<file path="src/rtl/spi_target_if_if.sv">
// SPI pins plus the register-wrapper side of the SPI target front end.
// slave = the target front end, master = host pins and the register wrapper.
interface spi_target_if_if;
  logic       sclk;
  logic       cs_n;
  logic       mosi;
  logic       miso;
  logic       miso_oe;
  logic [6:0] reg_addr;
  logic       rw_out;
  logic       addr_dv;
  logic [7:0] rx_d;
  logic       rxdv;
  logic [7:0] tx_d;
  logic       tx_en;

  modport slave (
    input  sclk, cs_n, mosi, tx_d, tx_en,
    output miso, miso_oe, reg_addr, rw_out, addr_dv, rx_d, rxdv
  );

  modport master (
    output sclk, cs_n, mosi, tx_d, tx_en,
    input  miso, miso_oe, reg_addr, rw_out, addr_dv, rx_d, rxdv
  );
endinterface

</file>
<file path="src/rtl/spi_target_if.sv">
// SPI mode-0 target: command byte -> reg_addr/rw_out, write bytes -> rx_d/rxdv, read byte -> miso.
// SYNC_STAGES+2 clk from 8th sclk rise to addr_dv/rxdv; no backpressure, rxdv must be taken when pulsed.
module spi_target_if #(
  parameter int   SYNC_STAGES = 2,
  parameter logic MISO_IDLE   = 1'b0
) (
  input logic            clk,
  input logic            reset_n,
  spi_target_if_if.slave bus
);

  typedef enum logic [1:0] {IDLE, CMD, DATA} state_t;

  state_t state, state_nxt;

  logic [SYNC_STAGES-1:0] sclk_sync, cs_sync, mosi_sync;
  logic       sclk_d;
  logic       sclk_s, cs_s, mosi_s;
  logic       rise, fall;
  logic [2:0] bit_cnt;
  logic [7:0] rx_sr;
  logic [7:0] tx_sr;
  logic       byte_done;
  logic       tx_load;
  logic       rd_active;
  logic [6:0] reg_addr_q;
  logic       rw_q;
  logic       addr_dv_q;
  logic [7:0] rx_d_q;
  logic       rxdv_q;
  logic       miso_oe_q;

  // cs_n synchronisers reset to deasserted so a low pin after reset looks like a fresh select
  always_ff @(posedge clk or negedge reset_n) begin
    if (!reset_n) begin
      sclk_sync <= '0;
      cs_sync   <= '1;
      mosi_sync <= '0;
      sclk_d    <= 1'b0;
    end else begin
      sclk_sync <= {sclk_sync[SYNC_STAGES-2:0], bus.sclk};
      cs_sync   <= {cs_sync[SYNC_STAGES-2:0], bus.cs_n};
      mosi_sync <= {mosi_sync[SYNC_STAGES-2:0], bus.mosi};
      sclk_d    <= sclk_sync[SYNC_STAGES-1];
    end
  end

  assign sclk_s    = sclk_sync[SYNC_STAGES-1];
  assign cs_s      = cs_sync[SYNC_STAGES-1];
  assign mosi_s    = mosi_sync[SYNC_STAGES-1];
  assign rise      = sclk_s & ~sclk_d;
  assign fall      = ~sclk_s & sclk_d;
  assign rd_active = (state == DATA) && rw_q;

  always_ff @(posedge clk or negedge reset_n) begin
    if (!reset_n) state <= IDLE;
    else          state <= state_nxt;
  end

  always_comb begin
    state_nxt = state;
    case (state)
      IDLE:    if (!cs_s) state_nxt = CMD;
      CMD:     if (cs_s) state_nxt = IDLE;
               else if (byte_done) state_nxt = DATA;
      DATA:    if (cs_s) state_nxt = IDLE;
      default: state_nxt = IDLE;
    endcase
  end

  // Deselect wins over a coincident rise, so the bit is dropped and framing restarts
  always_ff @(posedge clk or negedge reset_n) begin
    if (!reset_n) begin
      bit_cnt   <= 3'd0;
      rx_sr     <= 8'h00;
      byte_done <= 1'b0;
    end else begin
      byte_done <= rise && !cs_s && (bit_cnt == 3'd7);
      if (cs_s) begin
        bit_cnt <= 3'd0;
      end else if (rise) begin
        bit_cnt <= bit_cnt + 3'd1;
        if (!rd_active) rx_sr <= {rx_sr[6:0], mosi_s};
      end
    end
  end

  always_ff @(posedge clk or negedge reset_n) begin
    if (!reset_n) begin
      reg_addr_q <= 7'h00;
      rw_q       <= 1'b0;
      addr_dv_q  <= 1'b0;
      rx_d_q     <= 8'h00;
      rxdv_q     <= 1'b0;
      tx_load    <= 1'b0;
      miso_oe_q  <= 1'b0;
    end else begin
      rxdv_q    <= 1'b0;
      tx_load   <= 1'b0;
      miso_oe_q <= (state_nxt != IDLE);
      if (cs_s) begin
        addr_dv_q <= 1'b0;
        rw_q      <= 1'b0;
      end else if (byte_done && state == CMD) begin
        reg_addr_q <= rx_sr[6:0];
        rw_q       <= rx_sr[7];
        addr_dv_q  <= 1'b1;
        tx_load    <= rx_sr[7];
      end else if (byte_done && state == DATA) begin
        if (rw_q) begin
          tx_load <= 1'b1;
        end else begin
          rx_d_q <= rx_sr;
          rxdv_q <= 1'b1;
        end
      end
    end
  end

  // The fall that closes a byte (bit_cnt wrapped to 0) must not shift, so the reloaded MSB survives
  always_ff @(posedge clk or negedge reset_n) begin
    if (!reset_n) begin
      tx_sr <= 8'h00;
    end else if (tx_load) begin
      tx_sr <= bus.tx_en ? bus.tx_d : 8'h00;
    end else if (rd_active && fall && !cs_s && bit_cnt != 3'd0) begin
      tx_sr <= {tx_sr[6:0], 1'b0};
    end
  end

  assign bus.miso     = rd_active ? tx_sr[7] : MISO_IDLE;
  assign bus.miso_oe  = miso_oe_q;
  assign bus.reg_addr = reg_addr_q;
  assign bus.rw_out   = rw_q;
  assign bus.addr_dv  = addr_dv_q;
  assign bus.rx_d     = rx_d_q;
  assign bus.rxdv     = rxdv_q;

endmodule

</file>
<file path="src/flat_wrapper.sv">
// flat-port wrapper written by rule: the top's interface ports become plain ports
module spi_target_if_flat 
#(
  parameter int   SYNC_STAGES = 2,
  parameter logic MISO_IDLE   = 1'b0
)
  (clk, reset_n, bus_sclk, bus_cs_n, bus_mosi, bus_tx_d, bus_tx_en, bus_miso, bus_miso_oe, bus_reg_addr, bus_rw_out, bus_addr_dv, bus_rx_d, bus_rxdv);
  spi_target_if_if bus_i ();
  input logic clk;
  input logic reset_n;
  input wire logic [$bits(bus_i.sclk)-1:0] bus_sclk;
  input wire logic [$bits(bus_i.cs_n)-1:0] bus_cs_n;
  input wire logic [$bits(bus_i.mosi)-1:0] bus_mosi;
  input wire logic [$bits(bus_i.tx_d)-1:0] bus_tx_d;
  input wire logic [$bits(bus_i.tx_en)-1:0] bus_tx_en;
  output wire logic [$bits(bus_i.miso)-1:0] bus_miso;
  output wire logic [$bits(bus_i.miso_oe)-1:0] bus_miso_oe;
  output wire logic [$bits(bus_i.reg_addr)-1:0] bus_reg_addr;
  output wire logic [$bits(bus_i.rw_out)-1:0] bus_rw_out;
  output wire logic [$bits(bus_i.addr_dv)-1:0] bus_addr_dv;
  output wire logic [$bits(bus_i.rx_d)-1:0] bus_rx_d;
  output wire logic [$bits(bus_i.rxdv)-1:0] bus_rxdv;
  assign bus_i.sclk = bus_sclk;
  assign bus_i.cs_n = bus_cs_n;
  assign bus_i.mosi = bus_mosi;
  assign bus_i.tx_d = bus_tx_d;
  assign bus_i.tx_en = bus_tx_en;
  assign bus_miso = bus_i.miso;
  assign bus_miso_oe = bus_i.miso_oe;
  assign bus_reg_addr = bus_i.reg_addr;
  assign bus_rw_out = bus_i.rw_out;
  assign bus_addr_dv = bus_i.addr_dv;
  assign bus_rx_d = bus_i.rx_d;
  assign bus_rxdv = bus_i.rxdv;
  spi_target_if #(.SYNC_STAGES(SYNC_STAGES), .MISO_IDLE(MISO_IDLE)) u_core (.clk(clk), .reset_n(reset_n), .bus(bus_i));
endmodule
</file>
<file path="config.mk">
export PLATFORM = sky130hd
export DESIGN_NAME = spi_target_if_flat
export DESIGN_NICKNAME = d
export VERILOG_FILES = /design/src/rtl/spi_target_if_if.sv /design/src/rtl/spi_target_if.sv /design/src/flat_wrapper.sv
export SDC_FILE = /design/constraint.sdc
export NUM_CORES = 1
export LEC_CHECK = 0
export BUFFER_PORTS_ARGS = -buffer_cell sky130_fd_sc_hd__buf_4
export CAP_MARGIN = 40
export CELL_PAD_IN_SITES_DETAIL_PLACEMENT = 2
export CELL_PAD_IN_SITES_GLOBAL_PLACEMENT = 2
export CORE_AREA = 2 2 74 76
export CTS_BUF_LIST = sky130_fd_sc_hd__clkbuf_8
export DETAILED_ROUTE_END_ITERATION = 6
export DIE_AREA = 0 0 76 78
export PLACE_DENSITY = 0.84
export SLEW_MARGIN = 0
export SYNTH_ARGS = -nofsm -noshare
export SYNTH_HDL_FRONTEND = slang
export SYNTH_SLANG_ARGS = --single-unit
</file>
<file path="constraint.sdc">
create_clock -name clk -period 1.85 [get_ports clk]
set_input_delay 0.37 -clock clk [delete_from_list [all_inputs] [get_ports clk]]
set_output_delay 0.37 -clock clk [all_outputs]
set_load 0.05 [all_outputs]
</file>
==> reports/summary.md <==
The run finished with clean final reports. The floorplan has 26 rows. Summed over all cells, the static leakage comes to 0.00126 uW. For the overall track demand over capacity in global routing, the log shows 17.8%. The combined area of all synthesized cells was 2000 um^2; the average wire per cell in the routed design was 19.5 um.

The final antenna diode count came out at 0. The setup path with the least slack is of type reg2out. The top-level port count was 34; the count of cells along the worst register-to-register path was 4. The portion of the post-synthesis area used by sequential elements was 61.4%; the die outline height was 78 um. For the number of H-tree levels, the log shows 2. Routed via count divided by cell count: 5.03.

The clock passes through at most 2 buffers. The signal on the critical path passes through and3b_1 -> buf_6 -> and2_1 -> buf_6. Detailed routing inserted a total of 1248 vias.

The first global-routing pass estimated 8.00 mm of wire. The logs give 31 for the unique cell type count in the Yosys netlist and 0 for the number of remaining DRC errors. For this run, the slowest stage of the critical path takes 0.45 ns. In this run the power spent charging and discharging nets is 523 uW. Dominant delay contributor by cell family on the critical path: flip-flops.

The headroom to the max-slew limit is 58.1%, and the final-report setup violation count is 0. The critical path runs through a total of 4 cells. For this run, the top clock speed supported by timing is 550 MHz.

The top cell type's share of synthesized area is 58.8%, and the post-synthesis to final-layout area growth is 23.5%. The worst path in the final design needs a cycle of 1.82 ns, including I/O delays and setup. The clock network burns 34.1% of the power. The final worst clock skew came out at 0.00602 ns.

The portion of total power attributed to combinational logic came out at 9.2%. Synthesis inferred 49 register bits. For the area of all placed cells without fillers, the log shows 2470 um^2. The tools report the count of synthesis-stage warnings from yosys as 0. Data required time at the worst endpoint: 1.48 ns. Cell internal power was estimated by the tool at 1680 uW. The average instance area after synthesis was 14.7 um^2.

Classification of the worst-slack hold path: in2async. Across the run, the number of max-cap violations was 0. In this run, synthesis inferred 0 flip-flops with an integrated enable. The fraction of registers with async set or reset after synthesis was 100%. The synthesized design spends more area on one cell type than any other, namely sky130_fd_sc_hd__dfrtp_1. Counting stages on the worst path, the most repeated cell is sky130_fd_sc_hd__buf_6. After synthesis, the cell types taking the most area are sky130_fd_sc_hd__dfrtp_1 59%, sky130_fd_sc_hd__mux2_2 8.4%, sky130_fd_sc_hd__mux2_4 6.0%, sky130_fd_sc_hd__and4_1 3.1%, sky130_fd_sc_hd__a221o_1 3.0%. The count of placed standard cells in the final layout, fillers left out came out at 248.

After floorplanning, the core was sized to cover 5040 um^2. Synthesis produced a netlist with a net count of 153. The tools report the final count of pins violating max slew as 0. The total power is 2210 uW. Cells with a size suffix above 1 make up 43.8% of the layout.

Prior to clock tree synthesis, the placed netlist has a worst setup slack of 0.0730 ns. The number of global-route vias before repair was 1421; the number of buffers added on ports was 33. The switching part of the total power came out at 23.7%.

The run gives 50 as the largest net degree at the start of global routing. The net count of the finished layout is 194. Routed wire length: 4.82 mm. Once detailed placement completed, the half-perimeter wirelength came to 3.45 mm. The tools report the latest clock arrival within the worst-skew pair as 0.30 ns. The congestion estimate from routability-driven global placement came to 0.746. IR analysis of the VDD net gives a maximum drop of 0.000434 V. The number of antenna violations at the first check in global routing came out at 0. On the critical path, the stage with the largest delay is an instance of sky130_fd_sc_hd__dfrtp_2. The initial cell density of the core is 39.7%, and the worst path buffer plus inverter count is 2. The tree is rooted in a sky130_fd_sc_hd__clkbuf_8.

The highest fanout seen on the critical path works out to 10. The count of nets left with antenna violations once routing finished came out at 0. For this run, the leading register cell type out of synthesis is sky130_fd_sc_hd__dfrtp_1.

The fraction of power consumed by sequential logic is 56.7%, and the instance area after placement is 2330 um^2. In this run the horizontal extent of the chip is 76 um. The worst-case setup margin in the final layout was 0.0306 ns; the power per standard cell area was 893 nW/um^2.

For the pin with the worst max-slew slack, the measured transition is 0.626 ns. The nature of the critical path endpoint was a primary output. The kind of start point of the critical path was a flop. The register clock-pin slew on the reported worst setup and hold paths is 0.09 ns, and the number of hold violations in the final report is 0. The run gives 237 as the placed instance count. The cell count after synthesis came out at 136. The tree built by TritonCTS fans out to 49 sinks. The die covers 5930 um^2. The total overflow left after global routing is 0.

The detailed router's first-iteration violation count is 28, and the TritonCTS buffer count is 5. The final critical path takes up 98.3% of the cycle. The tools report the utilization of the core after routing as 49.0%. The arrival time at the worst endpoint came out at 1.45 ns. TritonCTS built the clock tree. Buffers inserted to repair hold after CTS numbered 0. Number of detailed-route iterations in the first pass: 4.
==> cells by family after synthesis <==
| kind of cell | count (synthesis) | share of synthesized area (%) |
|---|---|---|
| buffers and inverters | 9 | 2.25 |
| AO/OA/AOI/OAI | 13 | 5.32 |
| AND/OR/NAND/NOR | 35 | 12.8 |
| flip-flops | 49 | 61.4 |
| multiplexers | 26 | 15.9 |
| adder cells (fa/ha/maj) | 3 | 1.88 |
| XOR/XNOR | 1 | 0.438 |
==> cell usage in the layout, fill, tap and decap left out, types with 4 or more instances in the layout <==
cell and n:
sky130_fd_sc_hd__a221o_1 6, sky130_fd_sc_hd__mux2_4 8, sky130_fd_sc_hd__clkbuf_8 5, sky130_fd_sc_hd__nand2b_1 4
sky130_fd_sc_hd__mux2_2 15, sky130_fd_sc_hd__and4_1 7, sky130_fd_sc_hd__buf_4 37, sky130_fd_sc_hd__nor2b_1 8
sky130_fd_sc_hd__dfrtp_1 44, sky130_fd_sc_hd__inv_1 5, sky130_fd_sc_hd__nor2_1 5
==> power by group through the flow <==
stage | combinational, uW | clock [uW] | sequential, uW
2_1_floorplan | 139 | 0 | 1230
3_3_place_gp | 191 | 0 | 1260
3_5_place_dp | 201 | 0 | 1270
4_1_cts | 205 | 770 | 1250
5_1_grt | 223 | 820 | 1270
6_report | 203 | 751 | 1250
==> cell usage after synthesis (3+ instances only) <==
cell type / n
sky130_fd_sc_hd__a21oi_1: 3
sky130_fd_sc_hd__inv_1: 4
sky130_fd_sc_hd__mux2i_1: 3
sky130_fd_sc_hd__nor2b_1: 8
sky130_fd_sc_hd__mux2_4: 8
sky130_fd_sc_hd__mux2_2: 15
sky130_fd_sc_hd__ha_1: 3
sky130_fd_sc_hd__a221o_1: 6
sky130_fd_sc_hd__dfrtp_1: 47
sky130_fd_sc_hd__nor2_1: 5
sky130_fd_sc_hd__nand2b_1: 4
sky130_fd_sc_hd__and4_1: 7
==> through the flow <==
step	hold slack [ns]	setup TNS, ns
after floorplan	0.0744	0
after global placement	0.334	0
after detailed placement	0.342	0
after CTS	0.0924	0
after global routing	0.122	-0.0363
final	0.0689	0
==> state kept, by name, summed over array words and instances, names as in the netlist <==
register             count
u_core.tx_load           1
u_core.cs_sync           2
u_core.bus.addr_dv       1
u_core.bus.rxdv          1
u_core.rx_sr             8
u_core.sclk_sync         2
u_core.bit_cnt           3
u_core.bus.reg_addr      7
u_core.sclk_d            1
u_core.bus.rx_d          8
u_core.bus.miso_oe       1
u_core.byte_done         1
u_core.state             2
u_core.mosi_sync         2
u_core.tx_sr             8
u_core.bus.rw_out        1
==> metal layers <==
metal  vias to the layer above  routed length, um  track usage, %
li1                        564                  -               -
met1                       648               1900            21.3
met2                        30               2670            31.9
met4                         0                 69            6.00
met5                         -                  0               0
met3                         6                183            4.19
==> cell type report <==
type | count | area [um^2]
Timing Repair Buffer | 39 | 300
Multi-Input combinational cell | 78 | 727
Clock inverter | 3 | 38.8
Tap cell | 70 | 87.6
Sequential cell | 49 | 1230
Inverter | 4 | 15.0
Fill cell | 504 | 2570
Clock buffer | 5 | 68.8
==> path summary, 6_finish.rpt <==
path                                       end           startpoint  slack (ns)
max                                   bus_miso      u_core.state[0]        0.03
min                            u_core.tx_sr[1]              reset_n        0.07
max reg2reg                 u_core.bus.rx_d[5]      u_core.state[0]        0.05
min reg2reg                u_core.sclk_sync[1]  u_core.sclk_sync[0]        0.36
max in group asynchronous      u_core.state[0]              reset_n        1.33
min in group clk             u_core.cs_sync[0]             bus_cs_n        0.17
==> repair_timing <==
item                                    4_1_cts  5_1_grt
pin swaps                                     0        0
gates resized for setup                       3        1
endpoints found under the setup margin        1        1
setup buffers                                 0        3
gates cloned                                  0        0
No activity file was read; power rests on OpenSTA's default activity.
